**src/rtl/clk_seq_pkg.sv**
```systemverilog
// Shared mode encodings and display constants for the clock-enable divider sequencer
// and the display blocks that reuse its LFSR.
package clk_seq_pkg;

  typedef enum logic [1:0] {
    MODE_INIT   = 2'b00,
    MODE_ALL_ON = 2'b01,
    MODE_DIV_A  = 2'b10,
    MODE_DIV_B  = 2'b11
  } mode_e;

  localparam logic [2:0] LFSR_SEED  = 3'b001;
  localparam logic [2:0] LED_ALL_ON = 3'b011;

  function automatic logic is_dividing(input mode_e m);
    return (m == MODE_DIV_A) || (m == MODE_DIV_B);
  endfunction

endpackage

```
**src/rtl/lfsr3.sv**
```systemverilog
// 3-bit maximal-length LFSR (x^3+x^2+1), advanced once per step_en cycle.
module lfsr3
  import clk_seq_pkg::*;
(
  input  logic       clock_in,
  input  logic       reset,
  input  logic       step_en,
  output logic [2:0] value
);

  // NOTE: reset is sampled on the clock edge (synchronous) and all state uses <=
  // so every register sees the values from before the edge.
  always_ff @(posedge clock_in) begin
    if (!reset) begin
      value <= LFSR_SEED;
    end else if (step_en) begin
      value <= {value[1:0], value[2] ^ value[1]};
    end
  end

endmodule

```
**src/rtl/clk_div_sequencer.sv**
```systemverilog
// Mode sequencer driving a programmable clock-enable divider; ratio changes wait for
// a period boundary so div_out never glitches or produces runt pulses.
module clk_div_sequencer
  import clk_seq_pkg::*;
#(
  parameter int DIV_W = 4,
  parameter int DIV_A = 2,
  parameter int DIV_B = 3
) (
  input  logic       clock_in,
  input  logic       reset,
  input  logic       advance,
  output logic [1:0] mode,
  output logic       div_out,
  output logic       step_en,
  output logic       pending,
  output logic [2:0] led
);

  localparam int DIV_MAX = 2 ** DIV_W;

  if (DIV_A < 2 || DIV_A > DIV_MAX || DIV_B < 2 || DIV_B > DIV_MAX) begin : g_bad_ratio
    $error("clk_div_sequencer: DIV_A/DIV_B must lie in [2, 2**DIV_W]");
  end

  localparam logic [DIV_W:0] RATIO_A = (DIV_W + 1)'(DIV_A);
  localparam logic [DIV_W:0] RATIO_B = (DIV_W + 1)'(DIV_B);

  function automatic logic [DIV_W:0] ratio_of(input mode_e m);
    return (m == MODE_DIV_B) ? RATIO_B : RATIO_A;
  endfunction

  mode_e            mode_q, mode_d;
  logic [DIV_W-1:0] cnt_q, cnt_d;
  logic             div_q, div_d;
  logic             step_q, step_d;
  logic             pending_q, pending_d;
  logic             accept;
  logic             boundary;
  logic [2:0]       lfsr_value;

  assign accept   = advance && !pending_q;
  assign boundary = is_dividing(mode_q) && ({1'b0, cnt_q} == ratio_of(mode_q) - 1'b1);

  // NOTE: every output of this block gets a default first, so no path can infer a latch.
  always_comb begin
    mode_d    = mode_q;
    pending_d = pending_q;
    cnt_d     = '0;
    div_d     = 1'b0;
    step_d    = 1'b0;

    case (mode_q)
      MODE_INIT:   if (accept) mode_d = MODE_ALL_ON;
      MODE_ALL_ON: if (accept) mode_d = MODE_DIV_A;
      MODE_DIV_A, MODE_DIV_B: begin
        // A ratio switch only ever lands on the last cycle of the running period.
        if (boundary && (accept || pending_q)) begin
          mode_d    = (mode_q == MODE_DIV_A) ? MODE_DIV_B : MODE_DIV_A;
          pending_d = 1'b0;
        end else if (accept) begin
          pending_d = 1'b1;
        end
      end
      default: ;
    endcase

    if (is_dividing(mode_d)) begin
      if (!is_dividing(mode_q) || boundary) begin
        cnt_d = '0;
      end else begin
        cnt_d = cnt_q + 1'b1;
      end
      div_d  = ({1'b0, cnt_d} < (ratio_of(mode_d) >> 1));
      step_d = (cnt_d == '0);
    end
  end

  always_ff @(posedge clock_in) begin
    if (!reset) begin
      mode_q    <= MODE_INIT;
      cnt_q     <= '0;
      div_q     <= 1'b0;
      step_q    <= 1'b0;
      pending_q <= 1'b0;
    end else begin
      mode_q    <= mode_d;
      cnt_q     <= cnt_d;
      div_q     <= div_d;
      step_q    <= step_d;
      pending_q <= pending_d;
    end
  end

  lfsr3 u_lfsr (
    .clock_in (clock_in),
    .reset    (reset),
    .step_en  (step_q),
    .value    (lfsr_value)
  );

  always_comb begin
    case (mode_q)
      MODE_INIT:   led = 3'b000;
      MODE_ALL_ON: led = LED_ALL_ON;
      default:     led = lfsr_value;
    endcase
  end

  assign mode    = mode_q;
  assign div_out = div_q;
  assign step_en = step_q;
  assign pending = pending_q;

endmodule

```
**config.mk**
```make
export PLATFORM = sky130hd
export DESIGN_NAME = clk_div_sequencer
export DESIGN_NICKNAME = d
export VERILOG_FILES = /design/src/rtl/clk_seq_pkg.sv /design/src/rtl/lfsr3.sv /design/src/rtl/clk_div_sequencer.sv
export SDC_FILE = /design/constraint.sdc
export NUM_CORES = 1
export LEC_CHECK = 0
export ABC_AREA = 1
export CORE_AREA = 2 2 39 41
export CTS_CLUSTER_DIAMETER = 100
export DETAILED_ROUTE_END_ITERATION = 16
export DIE_AREA = 0 0 41 43
export PLACE_DENSITY = 0.76
export SLEW_MARGIN = 20
export SYNTH_ARGS = -nofsm -noshare
export SYNTH_HDL_FRONTEND = slang
export SYNTH_SLANG_ARGS = --single-unit
export TNS_END_PERCENT = 20
```
**constraint.sdc**
```tcl
create_clock -name clock_in -period 1.45 [get_ports clock_in]
set_input_delay 0.29 -clock clock_in [delete_from_list [all_inputs] [get_ports clock_in]]
set_output_delay 0.29 -clock clock_in [all_outputs]
set_load 0.02 [all_outputs]
```
---- Word level (Yosys, flattened, before mapping) ----
Cells that the tools add are included.
word-level totals
  logic and storage cells ................. 42
  input bits .............................. 3
  output and inout port bits .............. 8
  flip-flop bits (word level) ............. 12
operators by class
  $lt $le $gt $ge ......................... 1
  bitwise logic cells ..................... 1
  mux-type cells .......................... 11
  reductions and logical operators ........ 15
  add/sub/neg operators ................... 2
  equal/unequal tests ..................... 6
operators with widths
  operator                                                                      number
  2-bit equality test, second input constant                                    4
  4-bit 2-to-1 mux                                                              2
  2-bit 2-to-1 mux                                                              3
  2-bit one-hot mux with 3 select lines                                         1
  3-bit one-hot mux with 2 select lines                                         1
  4-bit by 5-bit equality test with 1-bit output                                1
  4-bit by 1-bit adder with 4-bit output, second input constant                 1
  4-bit zero test                                                               1
  1-bit logical OR                                                              4
  4-bit by 1-bit less-than comparator with 1-bit output, second input constant  1
  1-bit 2-to-1 mux                                                              4
  2-bit AND reduction                                                           2
  1-bit logical AND                                                             3
  2-bit by 1-bit subtractor with 3-bit output, second input constant            1
  2-bit by 1-bit equality test with 1-bit output, second input constant         1
  1-bit zero test                                                               2
  2-bit zero test                                                               1
  2-bit nonzero test                                                            1
  2-bit OR reduction                                                            1
  1-bit bitwise XOR                                                             1

---- Longest topological paths before layout ----
  depth after elaboration ................. 12
  gate-level depth with buffers ........... 10
  gate-level depth less buffers ........... 9

---- By module ----
A second synthesis with hierarchy kept.
second synthesis, totals
  cell total of the unflattened synthesis .. 78
  area total of the unflattened synthesis .. 544.3 µm²
modules (own cells, without submodules)
  module             area an instance (µm²)  times used  cells an instance  sequential area each (µm²)
  clk_div_sequencer  417.9                   1           60                 180.2
  lfsr3              126.4                   1           18                 60.1

---- Worst setup path before layout ----
Ideal clock, no wire load.
  path type ............................... register to register
  start ................................... register mode_q[1], in the netlist mode[1]
  end ..................................... register mode_q[0], in the netlist mode[0]
  library setup time ...................... 0.115 ns
  cell stages (with the launch flop) ...... 7
  clock period less this slack ............ 1.201 ns
  arrival time ............................ 1.086 ns
  path slack .............................. 0.249 ns
  buffers on the path ..................... 1
  cells stage by stage .................... dfxtp_1 buf_6 inv_1 nor2_1 nand4_1 a21oi_1 nor2_1
between the ends
  word-level cells in the longest chain between the ends .. 8
  elaborated cells between the ends (all ways) .. 14
ends and longest elaborated chain
  element                                         line                                                                 text
  from (decl)                                     clk_div_sequencer.sv:33                                              mode_e mode_q, mode_d;
  from (signal assigned)                          clk_div_sequencer.sv:87                                              mode_q <= mode_d;
  2-bit equality test                             clk_seq_pkg.sv:16, clk_div_sequencer.sv:30, clk_div_sequencer.sv:53
  1-bit 2-to-1 mux                                clk_div_sequencer.sv:30                                              return (m == MODE_DIV_B) ? RATIO_B : RATIO_A;
  2-bit by 1-bit subtractor with 3-bit output     clk_div_sequencer.sv:43                                              assign boundary = is_dividing(mode_q) && ({1'b0, cnt_q} == ratio_of(mode_q) - 1'b1);
  4-bit by 5-bit equality test with 1-bit output  clk_div_sequencer.sv:43
  1-bit logical AND                               clk_div_sequencer.sv:43
  1-bit logical AND                               clk_div_sequencer.sv:58                                              if (boundary && (accept || pending_q)) begin
  2-bit 2-to-1 mux                                clk_div_sequencer.sv:58
  2-bit one-hot mux with 3 select lines (*)       clk_div_sequencer.sv:53                                              case (mode_q)
Mark *: on every way between the ends. The rest lies on a longest branch, timed or not.
A chain may end at the register's enable or synchronous reset.

---- Worst setup path in the final report ----
  start ................................... register mode_q[1], in the netlist mode[1]
  end ..................................... output led[2]
between the ends
  word-level cells in the longest chain between the ends .. 2
  elaborated cells between the ends (all ways) .. 3
ends and longest elaborated chain
  element                                                                                   line                      text
  2-bit by 1-bit equality test with 1-bit output / 2-bit zero test (equally long branches)  clk_div_sequencer.sv:103  case (mode_q)
  3-bit one-hot mux with 2 select lines (*)                                                 clk_div_sequencer.sv:103
  to (decl)                                                                                 clk_div_sequencer.sv:17   output logic [2:0] led
Marks and branches as above.

==> flow_summary_export.csv <==
group,metric,value,unit
outcome,status,"complete, no violations",
power,sw_frac_of_total,26.75,%
run,drv_cap,0,
power,power_frac_comb,18.0,%
timing,slew_violations,0,
cells_and_area,nets,101,
cells_and_area,multiInputGateArea,279.0,um^2
power,total_power,0.7591,mW
floorplanning,io_pins,11,
placed_design,placed_cells,108,
logic_synthesis,synth_seq_cells,12,
floorplanning,core_area,1384,um^2
hold_path,hp-start,"u_lfsr.value[0]",
logic_synthesis,yosysMostFrequentCell,"nand2_1",
worst_setup_path,r2r_start,"mode[1]",
logic_synthesis,ys_seq_area_share,41.74,%
cells_and_area,synthToLayoutAreaGrowth,29.35,%
grt,grt_max_degree,8,
drt,postRouteAntennaNets,0,
power,p_int,0.5561,mW
floorplanning,die_w,41,um
placed_design,pre_cts_slack,-0.03084,ns
logic_synthesis,synth_edf_count,0,
cts,root_buffer,"clkbuf_4",
logic_synthesis,synth_top_area_share,41.74,%
drt,via_count,508,
cells_and_area,fin_area,744.5,um^2
cts,cts_setup_buffers,0,
drt,drt-pass1-iter-count,4,
logic_synthesis,synth_top_cells_by_count,"nand2_1, nor2_1, dfxtp_1",
drt,drc,0,
timing,skew,0.003529,ns
worst_setup_path,worstPathArrival,1.06,ns
drt,viasPerCell,4.536,
grt,grt_pass1_wl,1676,um
cts,clk_pin_slew_worst_paths,0.07,ns
power,p_leak,0.3844,nW
cts,cts_hold_buf,0,
power,p_switching,0.2030,mW
logic_synthesis,avgSynthCellArea,7.379,um^2
placed_design,dpl_cell_area,721.9,um^2
grt,grt_usage,13.85,%
cts,clock-sinks,12,
logic_synthesis,synthTopCellsByArea,"dfxtp_1, nand2_1, nor2_1",
cells_and_area,regArea,244.0,um^2
cts,cts_buffers,3,
worst_setup_path,start_kind,"flip-flop",
power,clkPwrFrac,34.2,%
grt,grt_pass1_vias,434,
cts,clock_latency,0.26,ns
cells_and_area,antenna_cells,0,
placed_design,hpwl,838.6,um
cells_and_area,final_cell_count_no_fill,112,
floorplanning,die_area,1763,um^2
logic_synthesis,ys_warn_count,0,
cells_and_area,fillCellCount,142,
timing,min_period,1.353,ns
cts,cts_tree,"yes",
cells_and_area,drive_above_1_share,22.92,%
logic_synthesis,synth_cell_types,20,
worst_setup_path,crit_start,"mode[1]",
floorplanning,fp.dieH,43,um
cts,ctsLongestPathBuffers,2,
grt,antenna_found_initial,0,
grt,gr-total-overflow,0,
worst_setup_path,criticalPathCategory,"reg -> out",
timing,hold_viol,0,
power,max-vdd-ir-drop,0.9196,mV
logic_synthesis,synth_nets,82,
floorplanning,initial_utilization,41.59,%
worst_setup_path,critPathMaxFanout,7,
hold_path,hold_path.class,"reg -> reg",
timing,setup_viol,0,
logic_synthesis,synth_area,575.6,um^2
placed_design,gp_congestion,0.7992,
timing,whs,0.5076,ns
timing,worst_slack,0.09701,ns
worst_setup_path,critPathRequiredTime,1.16,ns
floorplanning,row_count,14,
timing,worst-slew-pin-transition,0.2256,ns
drt,drt_wl_total,1045,um
drt,routedWlPerCell,9.330,um
logic_synthesis,async_reset_ff_share,0,%
cts,cts-htree-levels,1,
logic_synthesis,synthFlopType,"dfxtp_1",
timing,slew_headroom,85.02,%
drt,drt-initial-drc-count,8,
timing,post-route-period-util,93.31,%
timing,rsz0062_at_grt,"no",
worst_setup_path,end_kind,"output port",
timing,fmax,739.1,MHz
logic_synthesis,synthCells,78,
power,seqPwrFrac,47.8,%
logic_synthesis,synth_top_cell_by_area,"dfxtp_1",
power,power_density,1020,nW/um^2
placed_design,io_buffers,10,
==> timing repair <==
action	in CTS	in global routing
gates resized for setup	11	3
gates cloned	0	0
setup endpoints to repair	8	2
==> cell families after synthesis <==
logic type,count (synthesis),share of synthesized area (%)
simple gates,41,33.04
buf+inv,13,9.784
flops,12,41.74
compound gates,9,10.22
xor+xnor,2,3.044
fa+ha+maj,1,2.174
==> state kept, by name, summed over array words and instances (netlist names) <==
signal	flops
cnt_q	4
div_out	1
mode	2
pending	1
step_en	1
u_lfsr.value	3
==> power by group through the flow <==
| stage | Sequential [mW] | Clock, mW | Combinational (mW) |
|---|---|---|---|
| 4_1_cts | 0.363 | 0.269 | 0.141 |
| 5_1_grt | 0.366 | 0.284 | 0.151 |
| 3_3_place_gp | 0.371 | 0 | 0.151 |
| 2_1_floorplan | 0.383 | 0 | 0.0748 |
| 3_5_place_dp | 0.371 | 0 | 0.153 |
| 6_report | 0.363 | 0.260 | 0.137 |
==> cell type report <==
type / count / share of cell area (%)
timing repair buffer: 15 / 16.13
tap: 16 / 2.689
sequential: 12 / 32.77
multi-input combinational: 53 / 37.48
inverter: 12 / 6.050
clock buffer: 4 / 4.874
==> final timing paths <==
check                          to  slack (ns)  cells after the start
setup / recovery           led[2]         0.1                      3
hold reg to reg   u_lfsr.value[1]        0.51                      2
setup reg to reg          div_out        0.30                     10
hold / removal    u_lfsr.value[1]        0.51                      2
==> routing by layer <==
metal	track usage, %	share of wire, %	wire length, um	vias up
met5	0	0	0	-
met4	6.000	0	0	0
met3	3.141	3.1	32	0
met2	22.19	50	520	12
met1	16.78	47	493	219
li1	-	-	-	277
==> worst max-delay path: stages (launching register included) <==
cell           delay, ns
dfxtp_4             0.38
nand2_1             0.06
inv_1               0.04
dlygate4sd2_1       0.32
==> metrics by stage <==
stage / utilization, % / TNS (ns)
6_report: 53.80 / 0
3_3_place_gp: 52.17 / -0.01916
3_5_place_dp: 52.17 / -0.06217
4_1_cts: 54.43 / 0
5_1_grt: 53.80 / 0
2_1_floorplan: - / 0
==> placed cells by master (no fill, tap or decap), types with 2 or more instances in the layout <==
master / instances
xor2_1: 2
clkdlybuf4s50_1: 2
inv_1: 10
dlygate4sd2_1: 6
dfxtp_1: 11
nand2_2: 4
nor2_1: 13
o21ai_0: 3
inv_2: 2
a21oi_1: 4
buf_4: 5
clkbuf_4: 3
nand2_1: 16
clkbuf_2: 2
nand3_1: 2
Note: power is estimated with default switching activity, not from simulation.
